`config.mk`:
```
export PLATFORM = sky130hd
export DESIGN_NAME = mips_mem_arbiter
export DESIGN_NICKNAME = d
export VERILOG_FILES = /design/src/rtl/mips_mem_arbiter_pkg.sv /design/src/rtl/mips_arb_pick.sv /design/src/rtl/mips_mem_arbiter.sv
export SDC_FILE = /design/constraint.sdc
export NUM_CORES = 1
export LEC_CHECK = 0
export CELL_PAD_IN_SITES_DETAIL_PLACEMENT = 1
export CELL_PAD_IN_SITES_GLOBAL_PLACEMENT = 2
export CORE_ASPECT_RATIO = 0.8
export CORE_MARGIN = 2
export CORE_UTILIZATION = 24
export DETAILED_ROUTE_END_ITERATION = 6
export PLACE_DENSITY = 0.81
export SKIP_LAST_GASP = 1
export SLEW_MARGIN = 20
export SYNTH_ARGS = -nofsm -noshare
export SYNTH_HDL_FRONTEND = slang
export SYNTH_SLANG_ARGS = --single-unit
export TNS_END_PERCENT = 5
```
`constraint.sdc`:
```
create_clock -name clk -period 2.25 [get_ports clk]
set_clock_uncertainty 0.05 [all_clocks]
set_input_delay 0.45 -clock clk [delete_from_list [all_inputs] [get_ports clk]]
set_output_delay 0.45 -clock clk [all_outputs]
set_load 0.01 [all_outputs]
```
`src/rtl/mips_mem_arbiter_pkg.sv`:
```
// Shared types for the CPU/debug memory arbiter: FSM state encodings and
// requester identities.
package mips_mem_arbiter_pkg;

    typedef enum logic [1:0] {
        ARB_IDLE   = 2'd0,
        ARB_ACCESS = 2'd1,
        ARB_WAIT   = 2'd2,
        ARB_ACK    = 2'd3
    } arbState_e;

    typedef enum logic {
        OWNER_CPU = 1'b0,
        OWNER_DBG = 1'b1
    } owner_e;

    localparam int DATA_W = 32;

endpackage

```
`src/rtl/mips_arb_pick.sv`:
```
// Combinational two-way pick between the CPU and debug requesters, either
// round-robin against the last grant or with the CPU winning every tie.
module mips_arb_pick
    import mips_mem_arbiter_pkg::*;
#(
    parameter int CPU_PRIORITY = 0
) (
    input  logic   cpuReq_i,
    input  logic   dbgReq_i,
    input  owner_e lastGrant_i,
    output logic   grantValid_o,
    output owner_e grantSel_o
);

    always_comb begin
        grantValid_o = cpuReq_i | dbgReq_i;
        grantSel_o   = OWNER_CPU;
        if (cpuReq_i && dbgReq_i) begin
            // On a tie under round-robin, the port that did not win last time goes next.
            if ((CPU_PRIORITY == 0) && (lastGrant_i == OWNER_CPU)) begin
                grantSel_o = OWNER_DBG;
            end
        end else if (dbgReq_i) begin
            grantSel_o = OWNER_DBG;
        end
    end

endmodule

```
`src/rtl/mips_mem_arbiter.sv`:
```
// Shares one single-port synchronous memory between the multicycle MIPS core
// and the debug/program-loader port, performing one access at a time.
module mips_mem_arbiter
    import mips_mem_arbiter_pkg::*;
#(
    parameter int ADDR_W       = 10,
    parameter int MEM_WORDS    = 1024,
    parameter int READ_LATENCY = 2,
    parameter int CPU_PRIORITY = 0
) (
    input  logic              clk,
    input  logic              rst,

    input  logic              cpu_req,
    input  logic              cpu_we,
    input  logic [ADDR_W-1:0] cpu_addr,
    input  logic [DATA_W-1:0] cpu_wdata,
    output logic              cpu_ack,
    output logic [DATA_W-1:0] cpu_rdata,
    output logic              cpu_err,

    input  logic              dbg_req,
    input  logic              dbg_we,
    input  logic [ADDR_W-1:0] dbg_addr,
    input  logic [DATA_W-1:0] dbg_wdata,
    output logic              dbg_ack,
    output logic [DATA_W-1:0] dbg_rdata,
    output logic              dbg_err,

    output logic [ADDR_W-1:0] mem_addr,
    output logic              mem_we,
    output logic [DATA_W-1:0] mem_wdata,
    input  logic [DATA_W-1:0] mem_rdata,

    output logic              busy
);

    localparam int CNT_W = $clog2(READ_LATENCY + 1);

    arbState_e         state_q, state_d;
    owner_e            lastGrant_q, lastGrant_d;
    owner_e            owner_q, owner_d;
    logic              we_q, we_d;
    logic [ADDR_W-1:0] addr_q, addr_d;
    logic [DATA_W-1:0] wdata_q, wdata_d;
    logic [CNT_W-1:0]  cnt_q, cnt_d;
    logic              memWe_q, memWe_d;
    logic              cpuAck_q, cpuAck_d;
    logic              dbgAck_q, dbgAck_d;
    logic              cpuErr_q, cpuErr_d;
    logic              dbgErr_q, dbgErr_d;
    logic [DATA_W-1:0] cpuRdata_q, cpuRdata_d;
    logic [DATA_W-1:0] dbgRdata_q, dbgRdata_d;

    logic              grantValid;
    owner_e            grantSel;
    logic              selWe;
    logic [ADDR_W-1:0] selAddr;
    logic [DATA_W-1:0] selWdata;

    function automatic logic inRange(input logic [ADDR_W-1:0] a);
        return 32'(a) < 32'(MEM_WORDS);
    endfunction

    mips_arb_pick #(
        .CPU_PRIORITY (CPU_PRIORITY)
    ) u_pick (
        .cpuReq_i     (cpu_req),
        .dbgReq_i     (dbg_req),
        .lastGrant_i  (lastGrant_q),
        .grantValid_o (grantValid),
        .grantSel_o   (grantSel)
    );

    assign selWe    = (grantSel == OWNER_CPU) ? cpu_we    : dbg_we;
    assign selAddr  = (grantSel == OWNER_CPU) ? cpu_addr  : dbg_addr;
    assign selWdata = (grantSel == OWNER_CPU) ? cpu_wdata : dbg_wdata;

    always_comb begin
        state_d     = state_q;
        lastGrant_d = lastGrant_q;
        owner_d     = owner_q;
        we_d        = we_q;
        addr_d      = addr_q;
        wdata_d     = wdata_q;
        cnt_d       = cnt_q;
        memWe_d     = 1'b0;
        cpuAck_d    = 1'b0;
        dbgAck_d    = 1'b0;
        cpuErr_d    = 1'b0;
        dbgErr_d    = 1'b0;
        cpuRdata_d  = cpuRdata_q;
        dbgRdata_d  = dbgRdata_q;

        unique case (state_q)
            ARB_IDLE: begin
                if (grantValid) begin
                    owner_d     = grantSel;
                    lastGrant_d = grantSel;
                    we_d        = selWe;
                    addr_d      = selAddr;
                    wdata_d     = selWdata;
                    // The write strobe is registered so it is high for exactly the ACCESS cycle.
                    memWe_d     = selWe && inRange(selAddr);
                    state_d     = ARB_ACCESS;
                end
            end
            ARB_ACCESS: begin
                if (!inRange(addr_q)) begin
                    cpuErr_d = (owner_q == OWNER_CPU);
                    dbgErr_d = (owner_q == OWNER_DBG);
                    cpuAck_d = (owner_q == OWNER_CPU);
                    dbgAck_d = (owner_q == OWNER_DBG);
                    if (owner_q == OWNER_CPU) cpuRdata_d = '0;
                    else                      dbgRdata_d = '0;
                    state_d  = ARB_ACK;
                end else if (we_q) begin
                    cpuAck_d = (owner_q == OWNER_CPU);
                    dbgAck_d = (owner_q == OWNER_DBG);
                    state_d  = ARB_ACK;
                end else begin
                    cnt_d   = CNT_W'(1);
                    state_d = ARB_WAIT;
                end
            end
            ARB_WAIT: begin
                if (cnt_q == CNT_W'(READ_LATENCY)) begin
                    if (owner_q == OWNER_CPU) cpuRdata_d = mem_rdata;
                    else                      dbgRdata_d = mem_rdata;
                    cpuAck_d = (owner_q == OWNER_CPU);
                    dbgAck_d = (owner_q == OWNER_DBG);
                    state_d  = ARB_ACK;
                end else begin
                    cnt_d = cnt_q + CNT_W'(1);
                end
            end
            ARB_ACK: begin
                state_d = ARB_IDLE;
            end
            default: state_d = ARB_IDLE;
        endcase
    end

    always_ff @(posedge clk or negedge rst) begin
        if (!rst) begin
            state_q     <= ARB_IDLE;
            lastGrant_q <= OWNER_DBG;
            owner_q     <= OWNER_CPU;
            we_q        <= 1'b0;
            addr_q      <= '0;
            wdata_q     <= '0;
            cnt_q       <= '0;
            memWe_q     <= 1'b0;
            cpuAck_q    <= 1'b0;
            dbgAck_q    <= 1'b0;
            cpuErr_q    <= 1'b0;
            dbgErr_q    <= 1'b0;
            cpuRdata_q  <= '0;
            dbgRdata_q  <= '0;
        end else begin
            state_q     <= state_d;
            lastGrant_q <= lastGrant_d;
            owner_q     <= owner_d;
            we_q        <= we_d;
            addr_q      <= addr_d;
            wdata_q     <= wdata_d;
            cnt_q       <= cnt_d;
            memWe_q     <= memWe_d;
            cpuAck_q    <= cpuAck_d;
            dbgAck_q    <= dbgAck_d;
            cpuErr_q    <= cpuErr_d;
            dbgErr_q    <= dbgErr_d;
            cpuRdata_q  <= cpuRdata_d;
            dbgRdata_q  <= dbgRdata_d;
        end
    end

    assign mem_addr  = addr_q;
    assign mem_we    = memWe_q;
    assign mem_wdata = wdata_q;
    assign cpu_ack   = cpuAck_q;
    assign dbg_ack   = dbgAck_q;
    assign cpu_err   = cpuErr_q;
    assign dbg_err   = dbgErr_q;
    assign cpu_rdata = cpuRdata_q;
    assign dbg_rdata = dbgRdata_q;
    assign busy      = (state_q != ARB_IDLE);

endmodule

```
**Word level (Yosys, flattened, before mapping)**

Index checks and enable logic that the tools add are counted.

- Flip-flop bits (word level): 116
- Latch bits: 0
- Memory bits (writable): 0
- Memory bits (read-only): 0
- Output and inout port bits: 112
- Word-level logic and storage cells: 53
- Memories kept: 0

- Add/sub/neg operators: 1
- Multiply operators: 0
- Div/mod/pow operators: 0
- Magnitude comparators: 0
- Eq/ne operators: 8
- Shift-type cells: 0
- Mux-type cells: 21
- Bitwise gates (word level): 2
- Reduce and logical (&&, ||, !) cells: 9

Operators with widths:

| operator | count |
|---|---|
| 32-bit 2-to-1 mux | 1 |
| 1-bit 2-to-1 mux | 11 |
| 10-bit 2-to-1 mux | 1 |
| 3-bit AND reduction | 3 |
| 2-bit 2-to-1 mux | 4 |
| 2-bit != test (second input constant) | 4 |
| 2-bit one-hot mux with 4 select lines | 1 |
| 2-bit equality test (second input constant) | 3 |
| 1-bit one-hot mux with 2 select lines | 2 |
| 2-bit one-hot mux with 2 select lines | 1 |
| 2-bit AND reduction | 2 |
| 2-bit nonzero test | 2 |
| 2-bit by 1-bit adder with 2-bit output (second input constant) | 1 |
| 2-bit by 1-bit equality test with 1-bit output (second input constant) | 1 |
| 2-bit logical NOT | 1 |
| 1-bit logical AND | 1 |
| 1-bit NOT | 1 |
| 1-bit OR | 1 |

**Longest topological paths before layout**

- Depth in word-level cells: 5
- Depth in mapped cells: 7
- Gate-level depth less buffers: 5

**By module**

From an unflattened synthesis, not the netlist that was laid out.

- Cell total of the unflattened synthesis: 373
- Area total of the unflattened synthesis: 5107.4 µm²

By module, submodules not included:

| module | instances | cells each | area an instance (µm²) |
|---|---|---|---|
| mips_mem_arbiter | 1 | 371 | 5093.6 |
| mips_arb_pick | 1 | 2 | 13.8 |

**Least setup slack after synthesis**

Ideal clock, no wire load.

- Path kind: flip-flop to flip-flop
- Start point: register state_q[0]
- End point: register cpuRdata_q[10], in the netlist cpu_rdata[10]
- Setup time: 125 ps
- Arrival: 1426 ps
- Path slack: 649 ps
- Stages on the path, launching flop included: 7
- Buffers on the path: 2
- Clock period less this slack: 1601 ps
- Cell sequence: dfrtp_1 -> inv_1 -> ha_1 -> buf_4 -> nand3_2 -> buf_2 -> mux2_2

- Longest elaborated chain between the ends: 2

Ends and longest elaborated chain:

| item | RTL line | RTL |
|---|---|---|
| start: declaration | mips_mem_arbiter.sv:40 | `arbState_e state_q, state_d;` |
| start signal: assignment | mips_mem_arbiter.sv:161 | `state_q <= state_d;` |
| 2-bit equality test | mips_mem_arbiter.sv:95 | `unique case (state_q)` |
| 3-bit AND reduction (no line) | - |  |
| end signal: assignment | mips_mem_arbiter.sv:173 | `cpuRdata_q <= cpuRdata_d;` |
| end: declaration | mips_mem_arbiter.sv:52 | `logic [DATA_W-1:0] cpuRdata_q, cpuRdata_d;` |

Every way passes these cells.
A chain may end at the register's enable or synchronous reset.

**Worst setup path in the final report**

- Start point: register state_q[0]
- End point: output busy

- Longest elaborated chain between the ends: 1

Ends and longest elaborated chain:

| item | RTL line | RTL |
|---|---|---|
| 2-bit nonzero test | mips_mem_arbiter.sv:187 | `assign busy = (state_q != ARB_IDLE);` |
| end: declaration | mips_mem_arbiter.sv:35 | `output logic busy` |

Every way passes these cells.

==> flow_metrics.py <==
metrics = {
    "clock_tree": {
        "cts_made_buffers": 17,
        "clk_pin_slew_ns": 0.06,
        "clock-sinks": 116,
        "clk_path_buf_depth": 2,
        "clock_latency_ns": 0.41,
        "cts_tree": "done",
        "htreeDepth": 4,
        "cts_root_buf": "clkbuf_16",
    },
    "synth": {
        "syn_area_sq_um": 4887,
        "yosys_warnings": 0,
        "synth-edff-count": 0,
        "synth_top_area_share_pct": 58.88,
        "synthArstFlopShare_pct": 100.0,
        "synth-seq-cells": 116,
        "ys_top_cells_by_area": "dfrtp_1, mux2_2, a21oi_1, nor2_1, nand2_1",
        "postSynthAreaPerCell_sq_um": 11.53,
        "synth_cells": 424,
        "synth_cell_types": 32,
        "yosysSeqAreaShare_pct": 59.42,
        "synth_flop_cell": "dfrtp_1",
        "yosysTopAreaCell": "dfrtp_1",
    },
    "routing": {
        "finalWirelength_um": 15900,
        "drt_iter0_markers": 127,
        "vias": 4144,
        "dr.pass1.iters": 4,
        "avgViaCountPerCell": 4.432,
        "post_drt_wl_per_cell_um": 17.01,
        "antenna_left": 0,
        "drc": 0,
    },
    "final_layout": {
        "layout_common_cells": "clkdlybuf4s50_1, dfrtp_1, a21oi_1, mux2_2, nor2_1",
        "nNetsFinal": 784,
        "fin_util_pct": 40.60,
        "final_common_cell": "clkdlybuf4s50_1",
        "fin_cells": 935,
        "antenna-diode-count": 0,
        "syn2layout_area_growth_pct": 65.44,
        "drive_gt1_share_pct": 16.54,
    },
    "die": {
        "core-area_sq_um": 19910,
        "die_h_um": 131.6,
        "die_w_um": 163.5,
        "start_util_pct": 24.54,
        "rows": 46,
        "dieArea_sq_um": 21530,
        "io_pins": 234,
    },
    "global_routing": {
        "grt.overflow.total": 0,
        "grt_max_degree": 51,
        "first_global_vias": 4579,
        "grt_first_pass_wirelength_um": 25260,
        "antenna_found_initial": 0,
        "grt_usage_pct": 15.07,
    },
    "status": {
        "outcome": "finished clean",
    },
    "hold_path": {
        "hp-class": "register to register",
        "hold_end": "dbg_rdata[0]",
        "holdPathStages": 1,
        "min_from": "dbg_rdata[0]",
    },
    "power": {
        "power_leakage_uw": 0.003364,
        "power.share.clock_pct": 22.9,
        "powerDensity_nw_per_um2": 1409,
        "internal_power_uw": 7579,
        "p_sw_uw": 3811,
        "pwr-share-comb_pct": 44.1,
        "p_seq_share_pct": 33.0,
        "peakVddDrop_uv": 525.6,
        "p_sw_share_pct": 33.46,
    },
    "sta": {
        "period_needed_ns": 2.073,
        "drv_slew": 0,
        "setup_violations": 0,
        "finalHoldViolCount": 0,
        "post-route-period-util_pct": 92.15,
        "finalSetupTns_ns": 0,
        "grt_setup_unrepaired": "no",
        "max_freq_mhz": 482.3,
    },
    "worst_setup_path": {
        "r2r-end": "cpu_rdata[3]",
        "rrSetupSlack_ns": 0.49,
        "cp_cell_sequence": "inv_1, ha_2, inv_2, dlygate4sd2_1",
        "end_kind": "output pin",
        "arrival_ns": 1.57,
        "startpoint_type": "register",
        "crit_fanout": 6,
        "required_ns": 1.75,
        "critPathSlowestCell": "dfrtp_1",
        "path_class": "register to output pin",
        "worstReg2RegStart": "state_q[0]",
        "slowest_delay_ns": 0.42,
        "r2r_cells": 5,
    },
    "placement": {
        "dpl.hpwl_um": 11530,
        "portBuffers": 231,
        "globalplace.congestion": 0.7398,
        "place_inst": 902,
    },
    "flow_run": {
        "drv_cap": 0,
    },
}
==> sequential cells by signal, indices dropped and copies added, names as in the netlist <==
name,count
cnt_q,2
cpu_ack,1
cpu_rdata,32
dbg_ack,1
dbg_rdata,32
lastGrant_q,1
mem_addr,10
mem_wdata,32
mem_we,1
owner_q,1
state_q,2
we_q,1
==> area by class of cell <==
| cell class | count | area [sq um] |
|---|---|---|
| Fill cell | 2191 | 11830 |
| Multi-Input combinational cell | 274 | 1784 |
| Tap cell | 264 | 330.3 |
| Timing Repair Buffer | 243 | 2476 |
| Clock buffer | 17 | 425.4 |
| Sequential cell | 116 | 2904 |
| Inverter | 6 | 22.52 |
| Clock inverter | 15 | 142.6 |
==> critical path: cells and delay by family (launching register included) <==
family	cells	cell delay, ns
adder cells (fa/ha/maj)	1	0.28
flip-flops	1	0.42
buffers and inverters	3	0.47
==> worst max path at each step <==
stage | startpoint | end | slack, ns | cells after the start
6_report | state_q[0] | busy | 0.18 | 4
5_1_grt | state_q[0] | busy | 0.09 | 4
4_1_cts | state_q[0] | busy | 0.15 | 4
3_5_place_dp | dbg_req | mem_addr[9] | 0.21 | 5
3_3_place_gp | dbg_req | mem_wdata[24] | 0.31 | 5
2_1_floorplan | state_q[0] | cpu_rdata[10] | 0.65 | 6
==> through the flow <==
stage | setup WS, ns | area [sq um] | hold WS (ns) | total power (uW)
2_1_floorplan | 0.6488 | 4891 | 0.1044 | 5969
3_3_place_gp | 0.3090 | 7506 | 0.3774 | 8653
3_5_place_dp | 0.2073 | 7506 | 0.3853 | 8893
4_1_cts | 0.1485 | 8085 | 0.4462 | 11600
5_1_grt | 0.08507 | 8085 | 0.4606 | 12150
6_report | 0.1767 | 8085 | 0.4400 | 11390
==> routing by layer <==
| metal | up-vias | global-route usage, % | routed length [um] |
|---|---|---|---|
| met5 | - | 0 | 0 |
| met1 | 2053 | 17.84 | 6622 |
| met4 | 0 | 4.045 | 196 |
| li1 | 1930 | - | - |
| met2 | 143 | 25.29 | 7749 |
| met3 | 18 | 6.061 | 1335 |
==> synth_stat cells (all sizes together) (2+ instances only) <==
cell type	count
buf	29
dfrtp	115
nor3	2
nand3	3
nor3b	2
nor2	48
nand2	44
a31oi	3
inv	6
mux2	66
a21oi	88
ha	4
==> what timing repair did <==
| item | 4_1_cts | 5_1_grt |
|---|---|---|
| endpoints found under the setup margin | 1 | 0 |
| resized for setup | 2 | 0 |
| hold buffers | 1 | 0 |
| buffers inserted | 0 | 0 |
| endpoints found under the hold margin | 32 | 0 |
==> cells by family after synthesis <==
group	count (synthesis)	synth area share (%)
flip-flops	116	59.42
AO/OA/AOI/OAI	101	11.39
AND/OR/NAND/NOR	100	8.218
multiplexers	67	15.49
buffers and inverters	35	4.378
adder cells (fa/ha/maj)	4	1.024
other	1	0.07673
==> power by group through the flow <==
stage | registers [uW] | logic (uW) | clock network [uW]
floorplan | 4190 | 1780 | 0
global placement | 3730 | 4930 | 0
detailed placement | 3810 | 5090 | 0
CTS | 3780 | 5110 | 2710
global route | 3910 | 5440 | 2810
finish | 3760 | 5020 | 2610
Note: power is estimated with default switching activity, not from simulation.
